[src/rtl/fifo_pkg.sv]
// Shared helpers for the parametrised FIFO: derived widths and parameter legality.
package fifo_pkg;

    function automatic int addr_width(input int depth);
        return $clog2(depth);
    endfunction

    // One extra bit so the count can represent DEPTH itself.
    function automatic int count_width(input int depth);
        return $clog2(depth) + 1;
    endfunction

    function automatic bit is_pow2(input int v);
        return (v >= 2) && ((v & (v - 1)) == 0);
    endfunction

    function automatic bit params_legal(input int data_width, input int depth,
                                        input int af_thresh, input int ae_thresh);
        return (data_width >= 1) && is_pow2(depth) &&
               (af_thresh >= 1) && (af_thresh <= depth) &&
               (ae_thresh >= 0) && (ae_thresh <= depth - 1);
    endfunction

endpackage

[src/rtl/fifo_ram.sv]
// Simple dual-port RAM: one write port, one registered read port. Storage is not reset.
module fifo_ram
    import fifo_pkg::*;
#(
    parameter int DATA_WIDTH = 8,
    parameter int DEPTH      = 16,
    parameter int AW         = addr_width(DEPTH)
) (
    input  logic                  clk,
    input  logic                  rst,
    input  logic                  wr_en,
    input  logic [AW-1:0]         wr_addr,
    input  logic [DATA_WIDTH-1:0] wr_data,
    input  logic                  rd_en,
    input  logic [AW-1:0]         rd_addr,
    output logic [DATA_WIDTH-1:0] rd_data
);

    logic [DATA_WIDTH-1:0] mem [DEPTH];

    always_ff @(posedge clk) begin
        if (wr_en) begin
            mem[wr_addr] <= wr_data;
        end
    end

    // Same-address read/write returns the old word (read-before-write).
    always_ff @(posedge clk or posedge rst) begin
        if (rst) begin
            rd_data <= '0;
        end else if (rd_en) begin
            rd_data <= mem[rd_addr];
        end
    end

endmodule

[src/rtl/sync_fifo_param.sv]
// Parametrised single-clock FIFO with occupancy count, almost flags, sticky
// error flags and synchronous flush.
module sync_fifo_param
    import fifo_pkg::*;
#(
    parameter int DATA_WIDTH = 8,
    parameter int DEPTH      = 16,
    parameter int AF_THRESH  = DEPTH - 2,
    parameter int AE_THRESH  = 2
) (
    input  logic                    clk,
    input  logic                    rst,
    input  logic                    flush,
    input  logic                    wr_en,
    input  logic [DATA_WIDTH-1:0]   d_i,
    input  logic                    rd_en,
    output logic [DATA_WIDTH-1:0]   d_o,
    output logic                    rd_valid,
    output logic                    full,
    output logic                    empty,
    output logic                    almost_full,
    output logic                    almost_empty,
    output logic [$clog2(DEPTH):0]  count,
    output logic                    overflow,
    output logic                    underflow,
    input  logic                    clr_err
);

    localparam int AW = addr_width(DEPTH);
    localparam int CW = count_width(DEPTH);

    localparam logic [CW-1:0] DEPTH_C = CW'(DEPTH);
    localparam logic [CW-1:0] AF_C    = CW'(AF_THRESH);
    localparam logic [CW-1:0] AE_C    = CW'(AE_THRESH);

    if (!params_legal(DATA_WIDTH, DEPTH, AF_THRESH, AE_THRESH)) begin : g_param_err
        $error("sync_fifo_param: illegal parameters DATA_WIDTH=%0d DEPTH=%0d AF=%0d AE=%0d",
               DATA_WIDTH, DEPTH, AF_THRESH, AE_THRESH);
    end

    logic [AW-1:0] wr_ptr;
    logic [AW-1:0] rd_ptr;
    logic [CW-1:0] cnt;
    logic          vld_p1;
    logic          ovf_q;
    logic          unf_q;
    logic          wr_acc;
    logic          rd_acc;
    logic          ovf_set;
    logic          unf_set;

    // Status decodes straight off the registered count.
    assign full         = (cnt == DEPTH_C);
    assign empty        = (cnt == '0);
    assign almost_full  = (cnt >= AF_C);
    assign almost_empty = (cnt <= AE_C);
    assign count        = cnt;
    assign rd_valid     = vld_p1;
    assign overflow     = ovf_q;
    assign underflow    = unf_q;

    // Flush masks both requests; a pop frees a slot for a same-cycle push when full.
    assign rd_acc  = rd_en & ~empty & ~flush;
    assign wr_acc  = wr_en & (~full | rd_acc) & ~flush;
    assign ovf_set = wr_en & full & ~rd_acc & ~flush;
    assign unf_set = rd_en & empty & ~flush;

    always_ff @(posedge clk or posedge rst) begin
        if (rst) begin
            wr_ptr <= '0;
            rd_ptr <= '0;
            cnt    <= '0;
            vld_p1 <= 1'b0;
        end else if (flush) begin
            wr_ptr <= '0;
            rd_ptr <= '0;
            cnt    <= '0;
            vld_p1 <= 1'b0;
        end else begin
            if (wr_acc) begin
                wr_ptr <= wr_ptr + 1'b1;
            end
            if (rd_acc) begin
                rd_ptr <= rd_ptr + 1'b1;
            end
            unique case ({wr_acc, rd_acc})
                2'b10:   cnt <= cnt + 1'b1;
                2'b01:   cnt <= cnt - 1'b1;
                default: cnt <= cnt;
            endcase
            vld_p1 <= rd_acc;
        end
    end

    // Sticky errors: a new error in the clear cycle wins over clr_err.
    always_ff @(posedge clk or posedge rst) begin
        if (rst) begin
            ovf_q <= 1'b0;
            unf_q <= 1'b0;
        end else begin
            ovf_q <= ovf_set | (ovf_q & ~clr_err);
            unf_q <= unf_set | (unf_q & ~clr_err);
        end
    end

    fifo_ram #(
        .DATA_WIDTH (DATA_WIDTH),
        .DEPTH      (DEPTH)
    ) u_ram (
        .clk     (clk),
        .rst     (rst),
        .wr_en   (wr_acc),
        .wr_addr (wr_ptr),
        .wr_data (d_i),
        .rd_en   (rd_acc),
        .rd_addr (rd_ptr),
        .rd_data (d_o)
    );

endmodule

[config.mk]
export PLATFORM = sky130hd
export DESIGN_NAME = sync_fifo_param
export DESIGN_NICKNAME = d
export VERILOG_FILES = /design/src/rtl/fifo_pkg.sv /design/src/rtl/fifo_ram.sv /design/src/rtl/sync_fifo_param.sv
export SDC_FILE = /design/constraint.sdc
export NUM_CORES = 1
export LEC_CHECK = 0
export CORE_MARGIN = 2
export CORE_UTILIZATION = 36
export CTS_CLUSTER_DIAMETER = 120
export CTS_CLUSTER_SIZE = 30
export DETAILED_ROUTE_END_ITERATION = 7
export SKIP_CTS_REPAIR_TIMING = 1
export SYNTH_ARGS = -nofsm -noshare
export SYNTH_HDL_FRONTEND = slang
export SYNTH_HIERARCHICAL = 1
export SYNTH_SLANG_ARGS = --single-unit
[constraint.sdc]
create_clock -name clk -period 3.15 [get_ports clk]
set_clock_uncertainty 0.1 [all_clocks]
set_input_delay 0.63 -clock clk [delete_from_list [all_inputs] [get_ports clk]]
set_output_delay 0.63 -clock clk [all_outputs]
set_load 0.02 [all_outputs]
==> impl_metrics.ini <==
[timing]
hold_viol_final = 0
rsz0062_at_grt = no
fin_crit_ns = 3.012
setup_total_negative_slack_ns = 0
setup_viol = 0
finalMaxSlewViolations = 0
fmax_mhz = 332.0
min_period_over_period_pct = 95.63
maxSlewHeadroom_pct = 53.83
worst_slack_ns = 0.1377
worst_slew_pin_slew_ns = 0.6918

[worst_setup_path]
cp-start-kind = flop
worst-endpoint-arrival_ns = 2.28
crit_path_start = count[4]
r2r.worst_path.cells = 8
critical_path_peak_fanout = 8
worstReg2RegStart = count[3]
worstPathRequired_ns = 2.42
cp-end-kind = output port
worst-setup-path-type = flop to output port

[place]
io_buffer_count = 33
placed_cells_incl_taps = 629
detailed_place.area_um2 = 7129
pre_cts_setup_slack_ns = 0.04202
gp_routability_congestion = 0.8457
place_hpwl_mm = 8.612

[synthesis]
synth_area_um2 = 6419
synth_edf_count = 128
yosys_warnings = 6
postSynthRegisterBits = 152
synth_top_cells_by_count = sky130_fd_sc_hd__edfxtp_1, sky130_fd_sc_hd__nor2_1, sky130_fd_sc_hd__mux4_2, sky130_fd_sc_hd__dfrtp_1, sky130_fd_sc_hd__mux2i_1
synth.most_common_cell = sky130_fd_sc_hd__edfxtp_1
synthesis.area_per_instance_um2 = 18.03
synth_area_leaders = sky130_fd_sc_hd__edfxtp_1, sky130_fd_sc_hd__dfrtp_1, sky130_fd_sc_hd__mux4_2, sky130_fd_sc_hd__mux4_1, sky130_fd_sc_hd__nor2_1
yosysUniqueCellTypes = 51
mappedNetlistNets = 376
synth_seq_area_share_pct = 69.24
yosys.area.top_type = sky130_fd_sc_hd__edfxtp_1
synthCells = 356
share_of_synthesized_flip_flops_with_an_asynchronous_set_or_reset_pct = 15.79
synth_flop_cell = sky130_fd_sc_hd__edfxtp_1
netlist.area_leader.share_pct = 59.88

[power]
powerDensity_nw_per_um2 = 734.7
peakVddDrop_mv = 0.4153
cellLeakagePower_nw = 2.627

[cells_and_area]
layout-drive-gt1-share_pct = 25.23
post-route-util_pct = 44.26
layout.filler_cells = 1499
final_cell_area_um2 = 7682
finish.cell_count_without_fillers = 661
final_nets = 443
syn2layout_area_growth_pct = 19.69
diodes = 0

[clock_tree]
tritoncts = yes
clockRootBuffer = sky130_fd_sc_hd__clkbuf_16
clkSlewWorstSetupHoldPaths_ns = 0.06
htree_levels = 4
cts_buffers = 17
clock_sink_count = 152
worstSkewPairLatency_ns = 0.42
clockBufferDepth = 2

[detailed_routing]
detailroute.via_count = 3475
drt-pass1-iter-count = 4
wl_mm = 13.46
avgRoutedWirePerCell_um = 20.37
ant_nets = 0
detailed_router_s_first_iteration_violation_count = 214
detail_route.vias_per_cell = 5.257
drc = 0

[outcome]
status = finished clean

[grt]
gr-usage-met2_pct = 23.99
grt_first_pass_wirelength_mm = 21.02
global_route.usage.met3_pct = 4.157
vias_in_the_first_global_route = 3625
grt_start_max_net_pins = 35
grt.total_usage_pct = 15.48
grt_antenna_before_repair = 0
gr-max-usage-layer = met2
grt_util_met1_pct = 21.68
grt.overflow.total = 0

[hold_path]
hold_path.class = flop to flop
min_path_cells = 1
hold_path_startpoint = overflow

[job]
maxCapViolCount = 0

[die]
initial_core_util_pct = 36.98
area_enclosed_by_the_die_boundary_um2 = 18910
floorplan.rows = 48
die_w_um = 137.5
core_um2 = 17360
ios = 34
die_height_um = 137.5
[metrics by stage]
stage	hold slack (ns)	power, mW
floorplan	0.3457	3.338
global placement	0.3883	3.764
detailed placement	0.3867	3.778
CTS	0.4026	5.686
global route	0.4131	5.892
finish	0.3984	5.644
[worst max-delay path, cell delays in order, from the launching register on]
cell and delay (ns):
sky130_fd_sc_hd__dfrtp_1 0.47, sky130_fd_sc_hd__or3_1 0.44, sky130_fd_sc_hd__nor3_1 0.28, sky130_fd_sc_hd__clkdlybuf4s50_1 0.67
[sequential cells by signal, indices dropped and copies added, names as in the netlist]
register,count
u_ram/mem,128
u_ram/rd_data,8
count,5
rd_ptr,4
wr_ptr,4
overflow,1
rd_valid,1
underflow,1
[power by group]
group / total, mW / switching [mW] / leakage, nW / internal (mW)
Sequential: 2.41 / 0.118 / 1.46 / 2.29
Clock: 1.90 / 0.806 / 0.272 / 1.10
Combinational: 1.33 / 0.713 / 0.898 / 0.616
Total: 5.64 / 1.64 / 2.63 / 4.01
[placed cells by master (no fill, tap or decap), types with 2 or more instances in the layout]
master,netlist,layout
sky130_fd_sc_hd__mux4_2,26,26
sky130_fd_sc_hd__inv_1,9,9
sky130_fd_sc_hd__o21ai_1,3,3
sky130_fd_sc_hd__a21oi_1,2,2
sky130_fd_sc_hd__dfrtp_1,24,24
sky130_fd_sc_hd__nand3b_1,2,2
sky130_fd_sc_hd__nor3b_2,2,2
sky130_fd_sc_hd__nand3_1,3,3
sky130_fd_sc_hd__xor2_1,5,5
sky130_fd_sc_hd__mux4_1,6,6
sky130_fd_sc_hd__a32o_1,2,2
sky130_fd_sc_hd__buf_4,2,35
sky130_fd_sc_hd__clkbuf_1,2,2
sky130_fd_sc_hd__edfxtp_1,128,128
sky130_fd_sc_hd__o21bai_1,2,2
sky130_fd_sc_hd__nor2b_1,2,2
sky130_fd_sc_hd__nor2_1,41,41
sky130_fd_sc_hd__nand2_1,2,2
sky130_fd_sc_hd__or3_1,3,3
sky130_fd_sc_hd__a31oi_1,2,2
sky130_fd_sc_hd__ha_1,5,5
sky130_fd_sc_hd__clkinv_4,0,2
sky130_fd_sc_hd__a211oi_1,2,2
sky130_fd_sc_hd__xnor2_1,2,2
sky130_fd_sc_hd__o22ai_1,7,7
sky130_fd_sc_hd__nand4_1,2,2
sky130_fd_sc_hd__clkdlybuf4s50_1,0,33
sky130_fd_sc_hd__clkbuf_16,0,17
sky130_fd_sc_hd__a221oi_2,8,8
sky130_fd_sc_hd__clkinv_2,0,3
sky130_fd_sc_hd__nor3_1,10,10
sky130_fd_sc_hd__mux2i_1,12,12
sky130_fd_sc_hd__nand2b_1,6,6
sky130_fd_sc_hd__inv_6,0,4
[worst paths after layout]
check	endpoint	slack (ns)
worst max-delay path	empty	0.14
worst min-delay path	overflow	0.40
worst max register to register	count[4]	0.50
worst min register to register	overflow	0.40
max in group asynchronous	count[1]	1.86
min in group asynchronous	u_ram/rd_data[6]	0.49
[cell families after synthesis]
logic type,count (synthesis),synth area share [%]
flip-flops,152,69.24
AND/OR/NAND/NOR,79,6.160
multiplexers,44,13.45
AO/OA/AOI/OAI,38,5.770
buffers and inverters,30,3.138
XOR/XNOR,7,0.9552
adder cells (fa/ha/maj),6,1.287
[routing by layer]
| metal | wire length (um) | share of wire, % | up-vias |
|---|---|---|---|
| met4 | 131 | 0.97 | 0 |
| met2 | 6401 | 48 | 86 |
| met1 | 6366 | 47 | 1816 |
| met3 | 564 | 4.2 | 9 |
| met5 | 0 | 0 | - |
| li1 | - | - | 1564 |
[layout make-up]
type	count	area [um2]	share of cell area (%)
multi-input combinational	174	1773	23.08
sequential	152	4444	57.85
tap	225	281.5	3.664
clock inverter	13	120.1	1.564
timing repair buffer	68	593.1	7.720
inverter	10	37.54	0.4886
clock buffer	19	432.9	5.635
Power figures use the tool's default switching activity.
